### src/rtl/alu_cmd_sequencer.sv
// Initiator-side sequencer for an 8-bit combinational ALU: queues commands,
// drives registered operands, captures results and returns them with a sequence tag.
module alu_cmd_sequencer #(
  parameter int unsigned DEPTH = 4,
  parameter int unsigned TAG_W = 4
) (
  input  logic             clk,
  input  logic             rst,
  input  logic             cmd_valid,
  output logic             cmd_ready,
  input  logic [7:0]       cmd_a,
  input  logic [7:0]       cmd_b,
  input  logic [3:0]       cmd_sel,
  output logic [7:0]       alu_a,
  output logic [7:0]       alu_b,
  output logic [3:0]       alu_sel,
  input  logic [7:0]       alu_out,
  input  logic             alu_carry,
  output logic             res_valid,
  input  logic             res_ready,
  output logic [7:0]       res_data,
  output logic             res_carry,
  output logic             res_err,
  output logic [TAG_W-1:0] res_tag,
  output logic             busy
);

  localparam int unsigned AW = (DEPTH > 1) ? $clog2(DEPTH) : 1;
  localparam int unsigned CW = AW + 1;
  localparam int unsigned EW = 8 + 8 + 4 + TAG_W;
  localparam logic [3:0]  SEL_DIV = 4'b0011;

  typedef enum logic [1:0] {S_IDLE, S_EXEC, S_RESP} state_t;

  state_t           r_state;
  logic [EW-1:0]    r_mem [DEPTH];
  logic [AW-1:0]    r_wptr;
  logic [AW-1:0]    r_rptr;
  logic [CW-1:0]    r_count;
  logic [TAG_W-1:0] r_tag;
  logic [TAG_W-1:0] r_ptag;
  logic [7:0]       r_alu_a;
  logic [7:0]       r_alu_b;
  logic [3:0]       r_alu_sel;
  logic             r_res_valid;
  logic [7:0]       r_res_data;
  logic             r_res_carry;
  logic             r_res_err;
  logic [TAG_W-1:0] r_res_tag;

  logic             w_full;
  logic             w_empty;
  logic             w_push;
  logic             w_pop;
  logic             w_div0;
  logic [EW-1:0]    w_head;

  assign w_full  = (r_count == CW'(DEPTH));
  assign w_empty = (r_count == '0);
  assign w_push  = cmd_valid && !w_full;
  // The head is consumed whenever the FSM launches the next command.
  assign w_pop   = !w_empty && ((r_state == S_IDLE) || ((r_state == S_RESP) && res_ready));
  assign w_head  = r_mem[r_rptr];
  assign w_div0  = (r_alu_sel == SEL_DIV) && (r_alu_b == 8'h00);

  assign cmd_ready = !w_full;
  assign busy      = (r_state != S_IDLE) || !w_empty;
  assign alu_a     = r_alu_a;
  assign alu_b     = r_alu_b;
  assign alu_sel   = r_alu_sel;
  assign res_valid = r_res_valid;
  assign res_data  = r_res_data;
  assign res_carry = r_res_carry;
  assign res_err   = r_res_err;
  assign res_tag   = r_res_tag;

  // Storage is not reset; occupancy and pointers define validity.
  always_ff @(posedge clk) begin
    if (w_push) begin
      r_mem[r_wptr] <= {cmd_a, cmd_b, cmd_sel, r_tag};
    end
  end

  always_ff @(posedge clk or posedge rst) begin
    if (rst) begin
      r_wptr  <= '0;
      r_rptr  <= '0;
      r_count <= '0;
      r_tag   <= '0;
    end else begin
      if (w_push) begin
        r_wptr <= r_wptr + AW'(1);
        r_tag  <= r_tag + TAG_W'(1);
      end
      if (w_pop) begin
        r_rptr <= r_rptr + AW'(1);
      end
      case ({w_push, w_pop})
        2'b10:   r_count <= r_count + CW'(1);
        2'b01:   r_count <= r_count - CW'(1);
        default: r_count <= r_count;
      endcase
    end
  end

  always_ff @(posedge clk or posedge rst) begin
    if (rst) begin
      r_state     <= S_IDLE;
      r_ptag      <= '0;
      r_alu_a     <= '0;
      r_alu_b     <= '0;
      r_alu_sel   <= '0;
      r_res_valid <= 1'b0;
      r_res_data  <= '0;
      r_res_carry <= 1'b0;
      r_res_err   <= 1'b0;
      r_res_tag   <= '0;
    end else begin
      case (r_state)
        S_IDLE: begin
          if (w_pop) begin
            {r_alu_a, r_alu_b, r_alu_sel, r_ptag} <= w_head;
            r_state <= S_EXEC;
          end
        end
        S_EXEC: begin
          r_res_data  <= w_div0 ? 8'hFF : alu_out;
          r_res_err   <= w_div0;
          r_res_carry <= alu_carry;
          r_res_tag   <= r_ptag;
          r_res_valid <= 1'b1;
          r_state     <= S_RESP;
        end
        S_RESP: begin
          if (res_ready) begin
            r_res_valid <= 1'b0;
            if (w_pop) begin
              {r_alu_a, r_alu_b, r_alu_sel, r_ptag} <= w_head;
              r_state <= S_EXEC;
            end else begin
              r_state <= S_IDLE;
            end
          end
        end
        default: r_state <= S_IDLE;
      endcase
    end
  end

endmodule

### config.mk
export PLATFORM = sky130hd
export DESIGN_NAME = alu_cmd_sequencer
export DESIGN_NICKNAME = d
export VERILOG_FILES = /design/src/rtl/alu_cmd_sequencer.sv
export SDC_FILE = /design/constraint.sdc
export NUM_CORES = 1
export LEC_CHECK = 0
export ABC_CLOCK_PERIOD_IN_PS = 5800
export CAP_MARGIN = 15
export CELL_PAD_IN_SITES_DETAIL_PLACEMENT = 1
export CELL_PAD_IN_SITES_GLOBAL_PLACEMENT = 1
export CORE_ASPECT_RATIO = 0.7
export CORE_MARGIN = 3
export CORE_UTILIZATION = 51
export CTS_CLUSTER_DIAMETER = 40
export DETAILED_ROUTE_END_ITERATION = 6
export GPL_ROUTABILITY_DRIVEN = 0
export PLACE_DENSITY_LB_ADDON = 0.1
export SLEW_MARGIN = 40
export SYNTH_ARGS = -nofsm -noshare
export SYNTH_HDL_FRONTEND = slang
export SYNTH_SLANG_ARGS = --single-unit
### constraint.sdc
create_clock -name clk -period 5.8 [get_ports clk]
set_clock_uncertainty 0.15 [all_clocks]
set_input_delay 1.45 -clock clk [delete_from_list [all_inputs] [get_ports clk]]
set_output_delay 1.45 -clock clk [all_outputs]
set_load 0.005 [all_outputs]
==> impl_results.md <==
* Outcome: finished, final reports clean
* FF-to-FF path depth at 9
* Hold WC Path Type: register to register
* Pre-CTS setup slack at 1.780 ns
* Post-synth EDFFs at 96
* CP Capture Type: register
* Synth warn at 0
* R2R Setup Slk at 3.20 ns
* IO Pins at 70
* Most frequent CP cell: xor2_1
* Slew of the pin with the lowest slew margin at 0.6755 ns
* Global-route wire length before repair at 19030 um
* Leading area contributor after synthesis: edfxtp_1
* Tcrit/Tclk final at 0.6237
* Crit path time final at 3.617 ns
* Hold Path Cell Cnt at 2
* Leakage at 2.701 nW
* Critical path's slowest cell: clkdlybuf4s50_1
* Routed WL at 11990 um
* Post-Synthesis Mean Instance Area at 19.15 sq um
* WHS Endpoint: res_carry
* Critical-path maximum fanout at 26
* CTS Buf Count at 17
* Top FF cell, synth: edfxtp_1
* Final core occ at 0.6737
* Layout cells sized above 1 at 0.2217
* GRT overflow at 0
* Cell Area, Synth at 5763 sq um
* DR vias at 2926
* WP depth at 10
* Hold Fails Final Rpt at 0
* Clk buf depth at 2
* Via density at 5.369
* Critical Path, Cell by Cell: clkdlybuf4s50_1, nor2b_1, nor3_4, buf_4, ha_1, inv_1, fa_1, xor2_1, nor2_1, xor2_1
* Setup TNS at 0 ns
* Critical Path Start Type: primary input
* Final setup margin at 2.183 ns
* Worst-Skew Late Latency at 0.42 ns
* Arr. time, crit path at 3.81 ns
* Critical Path RT at roughly 6.0 ns
* Fin nets at 424
* Max H-tree Level at 4
* CP Launch Point: res_ready
* DPL Wire Length at 7306 um
* Resized Gates After CTS at 0
* WP buf/inv at 3
* CP peak stage delay at 0.51 ns
* Post-synthesis cell type count at 32
* Synth Register Bits at 148
* FP Rows at 31
* Pwr dens at 574.6 nW/um^2
* CTS Sinks at 148
* Post-CTS Setup Bufs at 0
* Drt wl/cell at 22.00 um
* Core Area at 10670 sq um
* Reg clk slew, reported paths at 0.06 ns
* # hold bufs at CTS at 0
* Register area share after synthesis at 0.7260
* Drc violations at 0
* FF-to-FF Start: r_state[1]
* Die area at 12630 sq um
* ANT cells at 0
* PortBufs at 69
* Drt pass-1 iters at 4
* RSZ-0062 raised after global routing: no
* DR iter-0 viols at 163
* Power Total at 4.129 mW
* Family with the most delay on the worst path: buffers and inverters
* Vert. Die Dim at 94.94 um
* Largest net degree at the start of global routing at 34
* Synth Net Count at 341
* Starting density of the core at 0.5403
* Global-route usage over all layers at 0.2083
* Hold Startpoint: res_carry
* Number of global-route vias before repair at around 3300
* Area delta synth->final at 24.69%
* Die W at 133.1 um
* Crit Path Category: primary input to register
* Clock Root Buffer: clkbuf_16
* FF-to-FF End: r_count[2]
* Max Cap Viol at 0
* Final Max Tran Viols at 0
* CTS tree: done
* Post-route ant nets at 0
* Initial antenna violation count at 0
* Post-synth top area share at 0.5002
* Post-synth top cells: 96 x edfxtp_1, 52 x dfrtp_1, 18 x mux2_4, 18 x mux4_2, 18 x nor2_1
* Post-synth ARST share at 0.3514
* Top cells by area, synth: edfxtp_1 50%, dfrtp_1 23%, mux4_2 7.0%
* Most frequent cell after synthesis: edfxtp_1
* Max Clock Freq at ~280 MHz
* Final hold slack at 0.3229 ns
* Slew margin rel. at 0.5497
* Setup Viol. Count Final at 0
* Post-Synthesis Cells at 301
* Max VDD drop at ~330 uV
-- worst register-to-register path: stages, from the launching register on --
cell,delay (ns)
dfrtp_1,0.43
nor2b_1,0.20
nor3_4,0.12
buf_4,0.45
ha_1,0.29
inv_1,0.07
fa_1,0.37
xor2_1,0.17
nor2_1,0.11
xor2_1,0.17
-- kinds of logic (layout without fill, tap and decap cells) --
| group | Yosys count | count (layout) | share of synthesized area |
|---|---|---|---|
| AO/OA/AOI/OAI | 11 | 11 | 0.01020 |
| multiplexers | 51 | 51 | 0.1620 |
| buffers and inverters | 19 | 115 | 0.02280 |
| AND/OR/NAND/NOR | 56 | 56 | 0.04885 |
| XOR/XNOR | 9 | 9 | 0.01368 |
| flip-flops | 148 | 148 | 0.7260 |
| adder cells (fa/ha/maj) | 7 | 7 | 0.01650 |
-- per-layer routing --
metal | vias to the layer above | global-route usage | share of wire
met5 | - | 0 | 0
met4 | 0 | 0.08564 | 0.017
met3 | 18 | 0.04792 | 0.040
met2 | 66 | 0.3454 | 0.51
met1 | 1529 | 0.2705 | 0.43
li1 | 1313 | - | -
-- layout by cell type (no fill, tap or decap), types with 3 or more instances in the layout --
cell type	netlist	final
ha_1	6	6
edfxtp_1	96	96
mux2_4	18	18
clkdlybuf4s50_1	0	69
nand3_1	3	3
a21oi_1	8	8
mux4_1	6	6
mux4_2	18	18
dfrtp_1	52	51
inv_1	7	6
nor4b_1	3	3
buf_4	0	7
clkinvlp_4	0	3
clkinv_2	0	3
clkbuf_1	3	3
xor2_1	4	4
and3_1	5	3
xnor2_1	5	5
clkbuf_16	0	17
bufinv_16	0	3
nor2_1	18	18
nand2_1	17	17
mux2_2	8	8
-- power breakdown --
part / internal, mW / total [mW] / switching [mW] / leakage [nW]
clock: 0.677 / 1.10 / 0.423 / 0.281
sequential: 1.50 / 1.76 / 0.259 / 1.49
combinational: 0.758 / 1.27 / 0.516 / 0.934
total: 2.93 / 4.13 / 1.20 / 2.70
-- flip-flops by register name, indices dropped and copies added, names as in the netlist --
| name | cells |
|---|---|
| r_state | 2 |
| res_carry | 1 |
| r_ptag | 4 |
| res_valid | 1 |
| r_count | 3 |
| alu_b | 8 |
| alu_sel | 4 |
| alu_a | 8 |
| res_data | 8 |
| r_tag | 4 |
| r_wptr | 2 |
| res_tag | 4 |
| r_mem | 96 |
| res_err | 1 |
| r_rptr | 2 |
-- metrics by stage --
step | std cells | instance area [sq um]
after floorplan | 301 | 5763
after global placement | 513 | 6588
after detailed placement | 513 | 6595
after CTS | 545 | 7186
after global routing | 545 | 7186
final | 545 | 7186
-- layout make-up --
cell class / instances / area (sq um)
multi-input combinational: 134 / 1453
inverter: 7 / 26.28
tap: 148 / 185.2
clock buffer: 20 / 436.7
timing repair buffer: 76 / 743.2
sequential: 148 / 4188
fill: 912 / 3481
clock inverter: 12 / 153.9
-- how the worst max path moves through the flow --
stage | endpoint | slack, ns
floorplan | r_count[2] | 2.56
global placement | r_count[2] | 1.85
detailed placement | r_count[2] | 1.78
CTS | r_count[2] | 2.19
global route | r_count[2] | 2.07
finish | r_count[2] | 2.18
Power figures use the tool's default switching activity.
